$ cat src/rtl/frame_scheduler_pkg.sv
// Shared constants for the playback frame scheduler: header and point-word layout,
// default widths and the scheduler state encoding.
package frame_scheduler_pkg;

    localparam int FS_ADDR_W = 13;
    localparam int FS_CNT_W  = 13;
    localparam int FS_DATA_W = 46;

    // Header word: {next, npts, rep}
    localparam int HDR_REP_LSB  = 0;
    localparam int HDR_NPTS_LSB = 13;
    localparam int HDR_NEXT_LSB = 26;

    // Point word: {colour, x, y, z}
    localparam int PT_Z_LSB      = 0;
    localparam int PT_Y_LSB      = 13;
    localparam int PT_X_LSB      = 26;
    localparam int PT_AXIS_W     = 13;
    localparam int PT_COLOUR_LSB = 39;
    localparam int PT_COLOUR_W   = 7;

    typedef enum logic [2:0] {
        FS_IDLE,
        FS_HDR_WAIT,
        FS_HDR_LATCH,
        FS_PT_IDLE,
        FS_PT_WAIT,
        FS_PT_OUT,
        FS_PASS_END
    } fsched_state_e;

endpackage

$ cat src/rtl/frame_scheduler_if.sv
// Bundle of the scheduler's control, RAM-read and point-delivery signals.
// master = the scheduler, slave = the surrounding RAM / consumer / decoder.
interface frame_scheduler_if
    import frame_scheduler_pkg::*;
#(
    parameter int ADDR_W = FS_ADDR_W,
    parameter int DATA_W = FS_DATA_W
);
    logic              enable_i;
    logic [ADDR_W-1:0] ram_rdaddr_o;
    logic [DATA_W-1:0] ram_q_i;
    logic              pt_req_i;
    logic              pt_valid_o;
    logic [DATA_W-1:0] pt_data_o;
    logic              frame_latch_o;
    logic              frame_advance_o;
    logic              empty_frame_o;
    logic              req_overrun_o;
    logic              busy_o;

    modport master (
        input  enable_i, ram_q_i, pt_req_i,
        output ram_rdaddr_o, pt_valid_o, pt_data_o, frame_latch_o,
               frame_advance_o, empty_frame_o, req_overrun_o, busy_o
    );

    modport slave (
        output enable_i, ram_q_i, pt_req_i,
        input  ram_rdaddr_o, pt_valid_o, pt_data_o, frame_latch_o,
               frame_advance_o, empty_frame_o, req_overrun_o, busy_o
    );
endinterface

$ cat src/rtl/frame_scheduler.sv
// Walks frame records in the position/colour RAM, replays each frame rep+1 times,
// follows next-frame links and hands one point to the phase path per request.
module frame_scheduler
    import frame_scheduler_pkg::*;
#(
    parameter int ADDR_W  = FS_ADDR_W,
    parameter int CNT_W   = FS_CNT_W,
    parameter int DATA_W  = FS_DATA_W,
    parameter int RAM_LAT = 1
) (
    input  logic                clk,
    input  logic                rst,
    frame_scheduler_if.master   bus
);

    localparam logic [1:0]        LAT_LAST = 2'(RAM_LAT - 1);
    localparam logic [ADDR_W-1:0] ONE_A    = ADDR_W'(1);
    localparam logic [CNT_W-1:0]  ONE_C    = CNT_W'(1);

    fsched_state_e     state_q, state_d;
    logic [1:0]        wait_q, wait_d;
    logic [ADDR_W-1:0] rdaddr_q, rdaddr_d;
    logic [ADDR_W-1:0] hdr_addr_q, hdr_addr_d;
    logic [ADDR_W-1:0] next_q, next_d;
    logic [CNT_W-1:0]  rep_q, rep_d;
    logic [CNT_W-1:0]  npts_q, npts_d;
    logic [CNT_W-1:0]  pt_cnt_q, pt_cnt_d;
    logic              pt_valid_q, pt_valid_d;
    logic [DATA_W-1:0] pt_data_q, pt_data_d;
    logic              latch_q, latch_d;
    logic              advance_q, advance_d;
    logic              empty_q, empty_d;
    logic              overrun_q, overrun_d;
    logic              busy_q, busy_d;

    logic [CNT_W-1:0]  hdr_rep, hdr_npts;
    logic [ADDR_W-1:0] hdr_next;

    assign hdr_rep  = bus.ram_q_i[HDR_REP_LSB  +: CNT_W];
    assign hdr_npts = bus.ram_q_i[HDR_NPTS_LSB +: CNT_W];
    assign hdr_next = bus.ram_q_i[HDR_NEXT_LSB +: ADDR_W];

    always_ff @(posedge clk or posedge rst) begin
        if (rst) begin
            state_q    <= FS_IDLE;
            wait_q     <= '0;
            rdaddr_q   <= '0;
            hdr_addr_q <= '0;
            next_q     <= '0;
            rep_q      <= '0;
            npts_q     <= '0;
            pt_cnt_q   <= '0;
            pt_valid_q <= 1'b0;
            pt_data_q  <= '0;
            latch_q    <= 1'b0;
            advance_q  <= 1'b0;
            empty_q    <= 1'b0;
            overrun_q  <= 1'b0;
            busy_q     <= 1'b0;
        end else begin
            state_q    <= state_d;
            wait_q     <= wait_d;
            rdaddr_q   <= rdaddr_d;
            hdr_addr_q <= hdr_addr_d;
            next_q     <= next_d;
            rep_q      <= rep_d;
            npts_q     <= npts_d;
            pt_cnt_q   <= pt_cnt_d;
            pt_valid_q <= pt_valid_d;
            pt_data_q  <= pt_data_d;
            latch_q    <= latch_d;
            advance_q  <= advance_d;
            empty_q    <= empty_d;
            overrun_q  <= overrun_d;
            busy_q     <= busy_d;
        end
    end

    always_comb begin
        state_d    = state_q;
        wait_d     = wait_q;
        rdaddr_d   = rdaddr_q;
        hdr_addr_d = hdr_addr_q;
        next_d     = next_q;
        rep_d      = rep_q;
        npts_d     = npts_q;
        pt_cnt_d   = pt_cnt_q;
        pt_valid_d = 1'b0;
        pt_data_d  = pt_data_q;
        latch_d    = 1'b0;
        advance_d  = 1'b0;
        empty_d    = 1'b0;
        overrun_d  = overrun_q | (bus.pt_req_i && (state_q != FS_PT_IDLE));

        if (!bus.enable_i) begin
            state_d    = FS_IDLE;
            wait_d     = '0;
            rdaddr_d   = '0;
            hdr_addr_d = '0;
            overrun_d  = 1'b0;
        end else begin
            unique case (state_q)
                FS_IDLE: begin
                    state_d  = FS_HDR_WAIT;
                    wait_d   = '0;
                    rdaddr_d = hdr_addr_q;
                end
                FS_HDR_WAIT: begin
                    if (wait_q == LAT_LAST) begin
                        state_d = FS_HDR_LATCH;
                        wait_d  = '0;
                    end else begin
                        wait_d = wait_q + 2'd1;
                    end
                end
                FS_HDR_LATCH: begin
                    rep_d    = hdr_rep;
                    npts_d   = hdr_npts;
                    next_d   = hdr_next;
                    pt_cnt_d = '0;
                    if (hdr_npts == '0) begin
                        empty_d    = 1'b1;
                        advance_d  = 1'b1;
                        hdr_addr_d = hdr_next;
                        rdaddr_d   = hdr_next;
                        wait_d     = '0;
                        state_d    = FS_HDR_WAIT;
                    end else begin
                        rdaddr_d = hdr_addr_q + ONE_A;
                        state_d  = FS_PT_IDLE;
                    end
                end
                FS_PT_IDLE: begin
                    if (bus.pt_req_i) begin
                        state_d = FS_PT_WAIT;
                        wait_d  = '0;
                    end
                end
                FS_PT_WAIT: begin
                    // Strobe is registered on entry to PT_OUT so it lands RAM_LAT+1 after the request.
                    if (wait_q == LAT_LAST) begin
                        state_d    = FS_PT_OUT;
                        wait_d     = '0;
                        pt_valid_d = 1'b1;
                        pt_data_d  = bus.ram_q_i;
                    end else begin
                        wait_d = wait_q + 2'd1;
                    end
                end
                FS_PT_OUT: begin
                    pt_cnt_d = pt_cnt_q + ONE_C;
                    if (pt_cnt_q == npts_q - ONE_C) begin
                        state_d = FS_PASS_END;
                    end else begin
                        rdaddr_d = rdaddr_q + ONE_A;
                        state_d  = FS_PT_IDLE;
                    end
                end
                FS_PASS_END: begin
                    latch_d = 1'b1;
                    if (rep_q == '0) begin
                        advance_d  = 1'b1;
                        hdr_addr_d = next_q;
                        rdaddr_d   = next_q;
                        wait_d     = '0;
                        state_d    = FS_HDR_WAIT;
                    end else begin
                        rep_d    = rep_q - ONE_C;
                        rdaddr_d = hdr_addr_q + ONE_A;
                        pt_cnt_d = '0;
                        state_d  = FS_PT_IDLE;
                    end
                end
                default: state_d = FS_IDLE;
            endcase
        end

        busy_d = (state_d != FS_IDLE);
    end

    assign bus.ram_rdaddr_o    = rdaddr_q;
    assign bus.pt_valid_o      = pt_valid_q;
    assign bus.pt_data_o       = pt_data_q;
    assign bus.frame_latch_o   = latch_q;
    assign bus.frame_advance_o = advance_q;
    assign bus.empty_frame_o   = empty_q;
    assign bus.req_overrun_o   = overrun_q;
    assign bus.busy_o          = busy_q;

endmodule

$ cat src/flat_wrapper.sv
// flat-port wrapper written by rule: the top's interface ports become plain ports
module frame_scheduler_flat import frame_scheduler_pkg::*;
#(
    parameter int ADDR_W  = FS_ADDR_W,
    parameter int CNT_W   = FS_CNT_W,
    parameter int DATA_W  = FS_DATA_W,
    parameter int RAM_LAT = 1
)
  (clk, rst, bus_enable_i, bus_ram_q_i, bus_pt_req_i, bus_ram_rdaddr_o, bus_pt_valid_o, bus_pt_data_o, bus_frame_latch_o, bus_frame_advance_o, bus_empty_frame_o, bus_req_overrun_o, bus_busy_o);
  frame_scheduler_if #(.ADDR_W(ADDR_W), .DATA_W(DATA_W)) bus_i ();
  input  logic clk;
  input  logic rst;
  input wire logic [$bits(bus_i.enable_i)-1:0] bus_enable_i;
  input wire logic [$bits(bus_i.ram_q_i)-1:0] bus_ram_q_i;
  input wire logic [$bits(bus_i.pt_req_i)-1:0] bus_pt_req_i;
  output wire logic [$bits(bus_i.ram_rdaddr_o)-1:0] bus_ram_rdaddr_o;
  output wire logic [$bits(bus_i.pt_valid_o)-1:0] bus_pt_valid_o;
  output wire logic [$bits(bus_i.pt_data_o)-1:0] bus_pt_data_o;
  output wire logic [$bits(bus_i.frame_latch_o)-1:0] bus_frame_latch_o;
  output wire logic [$bits(bus_i.frame_advance_o)-1:0] bus_frame_advance_o;
  output wire logic [$bits(bus_i.empty_frame_o)-1:0] bus_empty_frame_o;
  output wire logic [$bits(bus_i.req_overrun_o)-1:0] bus_req_overrun_o;
  output wire logic [$bits(bus_i.busy_o)-1:0] bus_busy_o;
  assign bus_i.enable_i = bus_enable_i;
  assign bus_i.ram_q_i = bus_ram_q_i;
  assign bus_i.pt_req_i = bus_pt_req_i;
  assign bus_ram_rdaddr_o = bus_i.ram_rdaddr_o;
  assign bus_pt_valid_o = bus_i.pt_valid_o;
  assign bus_pt_data_o = bus_i.pt_data_o;
  assign bus_frame_latch_o = bus_i.frame_latch_o;
  assign bus_frame_advance_o = bus_i.frame_advance_o;
  assign bus_empty_frame_o = bus_i.empty_frame_o;
  assign bus_req_overrun_o = bus_i.req_overrun_o;
  assign bus_busy_o = bus_i.busy_o;
  frame_scheduler #(.ADDR_W(ADDR_W), .CNT_W(CNT_W), .DATA_W(DATA_W), .RAM_LAT(RAM_LAT)) u_core (.clk(clk), .rst(rst), .bus(bus_i));
endmodule
$ cat config.mk
export PLATFORM = sky130hd
export DESIGN_NAME = frame_scheduler_flat
export DESIGN_NICKNAME = d
export VERILOG_FILES = /design/src/rtl/frame_scheduler_pkg.sv /design/src/rtl/frame_scheduler_if.sv /design/src/rtl/frame_scheduler.sv /design/src/flat_wrapper.sv
export SDC_FILE = /design/constraint.sdc
export NUM_CORES = 1
export LEC_CHECK = 0
export BUFFER_PORTS_ARGS = -buffer_cell sky130_fd_sc_hd__buf_2
export CELL_PAD_IN_SITES_DETAIL_PLACEMENT = 0
export CELL_PAD_IN_SITES_GLOBAL_PLACEMENT = 2
export CORE_ASPECT_RATIO = 1.25
export CORE_MARGIN = 1
export CORE_UTILIZATION = 38
export CTS_CLUSTER_SIZE = 12
export DETAILED_ROUTE_END_ITERATION = 12
export PLACE_DENSITY = 0.9
export SYNTH_ARGS = -nofsm -noshare
export SYNTH_HDL_FRONTEND = slang
export SYNTH_SLANG_ARGS = --single-unit
$ cat constraint.sdc
create_clock -name clk -period 14.5 [get_ports clk]
set_clock_uncertainty 0.15 [all_clocks]
set_input_delay 2.9 -clock clk [delete_from_list [all_inputs] [get_ports clk]]
set_output_delay 2.9 -clock clk [all_outputs]
set_load 0.005 [all_outputs]
Yosys cells after proc, flatten, opt, wreduce, memory -nomap -nowiden. Cells that the tools add are included. W data, S select, Z words.

Bits of input ports: 50. Register bits: 135. Output and inout port bits: 65. Logic and storage cells: 93.

Equal/unequal tests: 16. Reductions and logical operators: 16. Add/subtract/negate cells: 6. Muxes and demuxes: 39. Bitwise logic cells: 1.

Operators by type and width (number): $mux W13 (9); $pmux W13 S2 (2); $pmux W13 S4 (1); $add A13 B1 Y13 const B (3); $pmux W13 S3 (1); $logic_not A13 Y1 (2); $sub A13 B1 Y13 const B (2); $pmux W3 S7 (1); $mux W3 (5); $mux W2 (7); $eq A13 B13 Y1 (1); $reduce_and A3 Y1 (4); $mux W1 (11); $pmux W2 S5 (1); $eq A3 B3 Y1 const B (3); $ne A3 B2 Y1 const B (3); $eq A3 B2 Y1 const B (2); $ne A3 B3 Y1 const B (2); $ne A6 B2 Y1 const B (1); $reduce_bool A3 Y1 (2); $ne A5 B1 Y1 const B (1); $reduce_and A2 Y1 (2); $reduce_and A4 Y1 (1); $eq A3 B1 Y1 const B (1); 10 further kinds (10).

Longest topological paths before layout.
Depth in word-level cells: 6. Gate-level depth with buffers: 11.

Least setup slack after synthesis. No wires, ideal clock.

Kind: in2reg. Start point: input bus_ram_q_i[16]. End point: register u_core.hdr_addr_q[10]. Data arrival time: 4.532 ns. Data required time: 14.254 ns. Setup slack: 9.722 ns. Setup time: 0.096 ns. Stages: 7. Path through: nor4_1 -> nand3_1 -> nor3_1 -> clkbuf_1 -> nor2_1 -> clkbuf_1 -> o31ai_1.

Word-level cells in the longest chain between the ends: 3.

RTL lines: from (decl) (RTL line flat_wrapper.sv:14) `input wire logic [$bits(bus_i.ram_q_i)-1:0] bus_ram_q_i;`; $logic_not A13 Y1 (RTL line frame_scheduler.sv:121) `if (hdr_npts == '0) begin`; $ne A3 B2 Y1 (no source line); $reduce_and A3 Y1 (no source line); to (signal assigned) (RTL line frame_scheduler.sv:64) `hdr_addr_q <= hdr_addr_d;`; to (decl) (RTL line frame_scheduler.sv:23) `logic [ADDR_W-1:0] hdr_addr_q, hdr_addr_d;`.

Every way passes these cells. A chain may end at the register's enable or synchronous reset.

Worst setup path after layout.
Start point: input bus_enable_i. End point: register u_core.pt_cnt_q[9].

Word-level cells in the longest chain between the ends: 1.

RTL lines: from (decl) (RTL line flat_wrapper.sv:13) `input wire logic [$bits(bus_i.enable_i)-1:0] bus_enable_i;`; $reduce_and A3 Y1 (no source line); to (signal assigned) (RTL line frame_scheduler.sv:68) `pt_cnt_q <= pt_cnt_d;`; to (decl) (RTL line frame_scheduler.sv:27) `logic [CNT_W-1:0] pt_cnt_q, pt_cnt_d;`.

Every way passes these cells.

==> flow_metrics.py <==
metrics = {
    "grt": {
        "antenna_found_initial": 0,
        "grt_pass1_vias": 5979,
        "grtUsageTotal": 0.208,
        "grt_max_degree": 77,
        "grt_pass1_wl_um": 31900,
        "grt.overflow.total": 0,
    },
    "cells_and_area": {
        "fin_cells": 1147,
        "drive_above_1_share": 0.213,
        "final.fill_count": 1844,
        "regArea_mm2": 0.00338,
        "multiInputGateArea_mm2": 0.00363,
        "num_antenna_cells": 0,
        "post-route-util": 0.462,
        "layout.nets": 959,
        "stdcell_area_mm2": 0.00865,
        "synthToLayoutAreaGrowth_pct": 19.1,
    },
    "critical_path": {
        "arrival_ns": 5.37,
        "reg2reg_from": "u_core.npts_q[0]",
        "crit_path_max_fanout": 33,
        "r2r_slack_ns": 11.22,
        "critPathSlowestCell": "clkinv_1",
        "path_buf_inv": 3,
        "r2r_end": "u_core.bus.ram_rdaddr_o[11]",
        "crit_path_max_incr_delay_ns": 0.58,
        "rr_worst_depth": 9,
        "crit_required_ns": 14.69,
        "setup.worst_path.start_class": "primary input",
        "crit_type": "primary input to flip-flop",
        "critPathTopFamily": "simple AND/OR/NAND/NOR gates",
        "cp_cell_sequence": "buf_2 > buf_4 > clkinv_1 > nor3_1 > nand4_1 > or3_1 > a21oi_1",
        "crit_path_end_kind": "flip-flop",
    },
    "yosys": {
        "synth_cell_type_count": 67,
        "ys.warnings.count": 0,
        "yosysTopAreaCell": "dfrtp_1",
        "synth.most_common_cell": "nand2_1",
        "ys_top_cells_by_area": "dfrtp_1 47%, nand2_1 11%, mux2_2 3.7%",
        "ys_async_sr_fraction": 1.00,
        "synth_top_area_frac": 0.465,
        "synth_edf_count": 0,
        "synthTopCellsByCount": "204 x nand2_1, 135 x dfrtp_1, 51 x nor2_1",
        "syn_area_mm2": 0.00726,
        "syn_nets": 860,
        "synthFlopType": "dfrtp_1",
        "synth_seq_area_share": 0.465,
        "avgSynthCellArea_um2": 9.04,
        "syn-instance-count": 803,
        "synth-seq-cells": 135,
    },
    "clocking": {
        "cts-resized-gates": 0,
        "root_buffer": "clkbuf_16",
        "cts_buffers": 17,
        "clk_latency_ns": 0.42,
        "clk_pin_slew_ns": 0.06,
        "cts_tree": "done",
        "cts_buffer_depth": 2,
        "cts_setup_buffers": 0,
        "cts.sink_count": 135,
        "htreeDepth": 4,
        "ctsHoldBuffers": 0,
    },
    "hold_path": {
        "hold_path_end": "u_core.bus.pt_data_o[16]",
        "hp-class": "flip-flop to flip-flop",
        "hp-start": "u_core.bus.pt_data_o[16]",
        "hold_depth": 2,
    },
    "timing": {
        "setup-tns-final_ns": 0,
        "setup-violations-final": 0,
        "fmax_mhz": 193,
        "worst_pin_slew_ns": 0.994,
        "fin_crit_ns": 5.18,
        "relSlewSlack": 0.337,
        "hold_viol_final": 0,
        "slew_violations": 0,
        "finalCritPeriodShare": 0.357,
        "rsz0062_at_grt": "false",
    },
    "floorplanning": {
        "die-area_mm2": 0.0197,
        "die_h_um": 157,
        "num_rows": 56,
        "start_util": 0.388,
        "die_w_um": 126,
        "num_io_pins": 115,
        "core-area_mm2": 0.0187,
    },
    "placed_design": {
        "gp_congestion": 0.811,
        "dp.cells": 1115,
        "post-dp-hpwl_um": 13900,
        "portBuffers": 114,
        "placed_area_mm2": 0.00801,
    },
    "pwr": {
        "p_per_area_mw_per_mm2": 139,
        "p_leak_uw": 0.00407,
        "peakVddDrop_mv": 0.0854,
        "switching_share": 0.295,
        "switchingPower_uw": 353,
        "p_int_uw": 845,
        "p_seq_frac": 0.429,
        "combPwrFrac": 0.180,
        "clockPowerShare": 0.391,
    },
    "routing": {
        "drc_errors": 7,
        "routed_wl_um": 19900,
        "ant_nets": 0,
        "wl_per_cell_um": 17.3,
        "drtIter0Drc": 360,
        "first_pass_iters": 9,
        "vias_per_cell": 5.36,
        "dr_total_vias": 6148,
    },
    "run": {
        "drv_cap": 0,
    },
    "run_status": {
        "outcome": "finished with violations",
        "violations": "DRC",
    },
}
cell usage in the layout, fill, tap and decap left out, types with 4 or more instances in the layout:
cell,netlist,routed
and3_1,11,11
nand4_1,13,13
xnor2_1,23,23
buf_2,2,114
dfrtp_1,135,135
bufinv_16,0,4
nor3_1,15,14
a21oi_1,23,23
o21ai_1,6,6
nor2b_1,5,5
buf_4,1,8
xor2_1,18,18
a221oi_1,6,6
a21boi_0,4,4
clkbuf_16,0,17
nand3_1,29,29
mux2i_1,23,23
mux2_2,24,24
o31ai_1,15,15
ha_1,7,7
nor2_1,51,50
or3_1,6,6
and4_1,5,5
o21ai_0,44,44
a22oi_1,7,7
nand2_1,204,204
o22ai_1,4,4
a31oi_1,4,4
nand2b_1,5,5
nor4_1,9,8
inv_1,18,17
through the flow:
stage | power (uW) | hold WS (ns) | setup slack [ns]
detailed placement | 737 | 0.307 | 8.91
global placement | 733 | 0.302 | 9.05
global route | 1260 | 0.342 | 9.12
floorplan | 656 | 0.320 | 7.84
CTS | 1210 | 0.322 | 9.35
finish | 1200 | 0.316 | 9.32
layout make-up:
type                            instances  area share
Clock buffer                           21      0.0544
Timing Repair Buffer                  122      0.0729
Tap cell                              232      0.0336
Sequential cell                       135       0.391
Multi-Input combinational cell        606       0.420
Clock inverter                         11      0.0197
Inverter                               20     0.00926
worst reg2reg max path: stages (launching register included):
cell      delay, ns
dfrtp_1        0.42
inv_1          0.09
ha_1           0.31
nor2b_1        0.25
nand3_1        0.18
or4b_1         0.59
o211ai_4       0.12
nand4_4        0.16
a21oi_2        0.66
mux2i_1        0.28
kinds of logic after synthesis:
logic type | Yosys count | share of synthesized area
and+or+nand+nor | 373 | 0.240
muxes | 47 | 0.0689
AOI/OAI and AO/OA | 138 | 0.128
xor gates and xnor gates | 41 | 0.0494
DFF | 135 | 0.465
buffers and inverters | 62 | 0.0369
adders and majority gates | 7 | 0.0121
registers in the layout, summed over array words and instances, names as in the netlist:
| signal | flops |
|---|---|
| u_core.next_q | 13 |
| u_core.bus.empty_frame_o | 1 |
| u_core.state_q | 3 |
| u_core.rep_q | 13 |
| u_core.bus.pt_data_o | 46 |
| u_core.pt_cnt_q | 13 |
| u_core.bus.frame_advance_o | 1 |
| u_core.hdr_addr_q | 13 |
| u_core.npts_q | 13 |
| u_core.bus.pt_valid_o | 1 |
| u_core.bus.busy_o | 1 |
| u_core.wait_q | 2 |
| u_core.bus.req_overrun_o | 1 |
| u_core.bus.frame_latch_o | 1 |
| u_core.bus.ram_rdaddr_o | 13 |
per-layer routing:
metal	up-vias	global-route usage	share of wire
li1	3010	-	-
met2	143	0.369	0.50
met5	-	0	0
met3	25	0.0386	0.040
met1	2970	0.253	0.44
met4	0	0.0732	0.018
power groups by stage:
stage | logic, uW | registers [uW] | clock network [uW]
2_1_floorplan | 158 | 499 | 0
3_3_place_gp | 216 | 518 | 0
3_5_place_dp | 218 | 519 | 0
4_1_cts | 219 | 513 | 478
5_1_grt | 245 | 524 | 492
6_report | 216 | 514 | 468
how the worst max path moves through the flow:
stage | from | end | slack, ns | depth (start not counted)
floorplan | rst | u_core.bus.busy_o | 7.84 | 1
CTS | bus_enable_i | u_core.pt_cnt_q[9] | 9.35 | 7
global placement | bus_enable_i | u_core.pt_cnt_q[11] | 9.05 | 7
detailed placement | bus_enable_i | u_core.pt_cnt_q[9] | 8.91 | 7
global route | bus_enable_i | u_core.pt_cnt_q[9] | 9.12 | 7
finish | bus_enable_i | u_core.pt_cnt_q[9] | 9.32 | 7
Power figures use the tool's default switching activity.
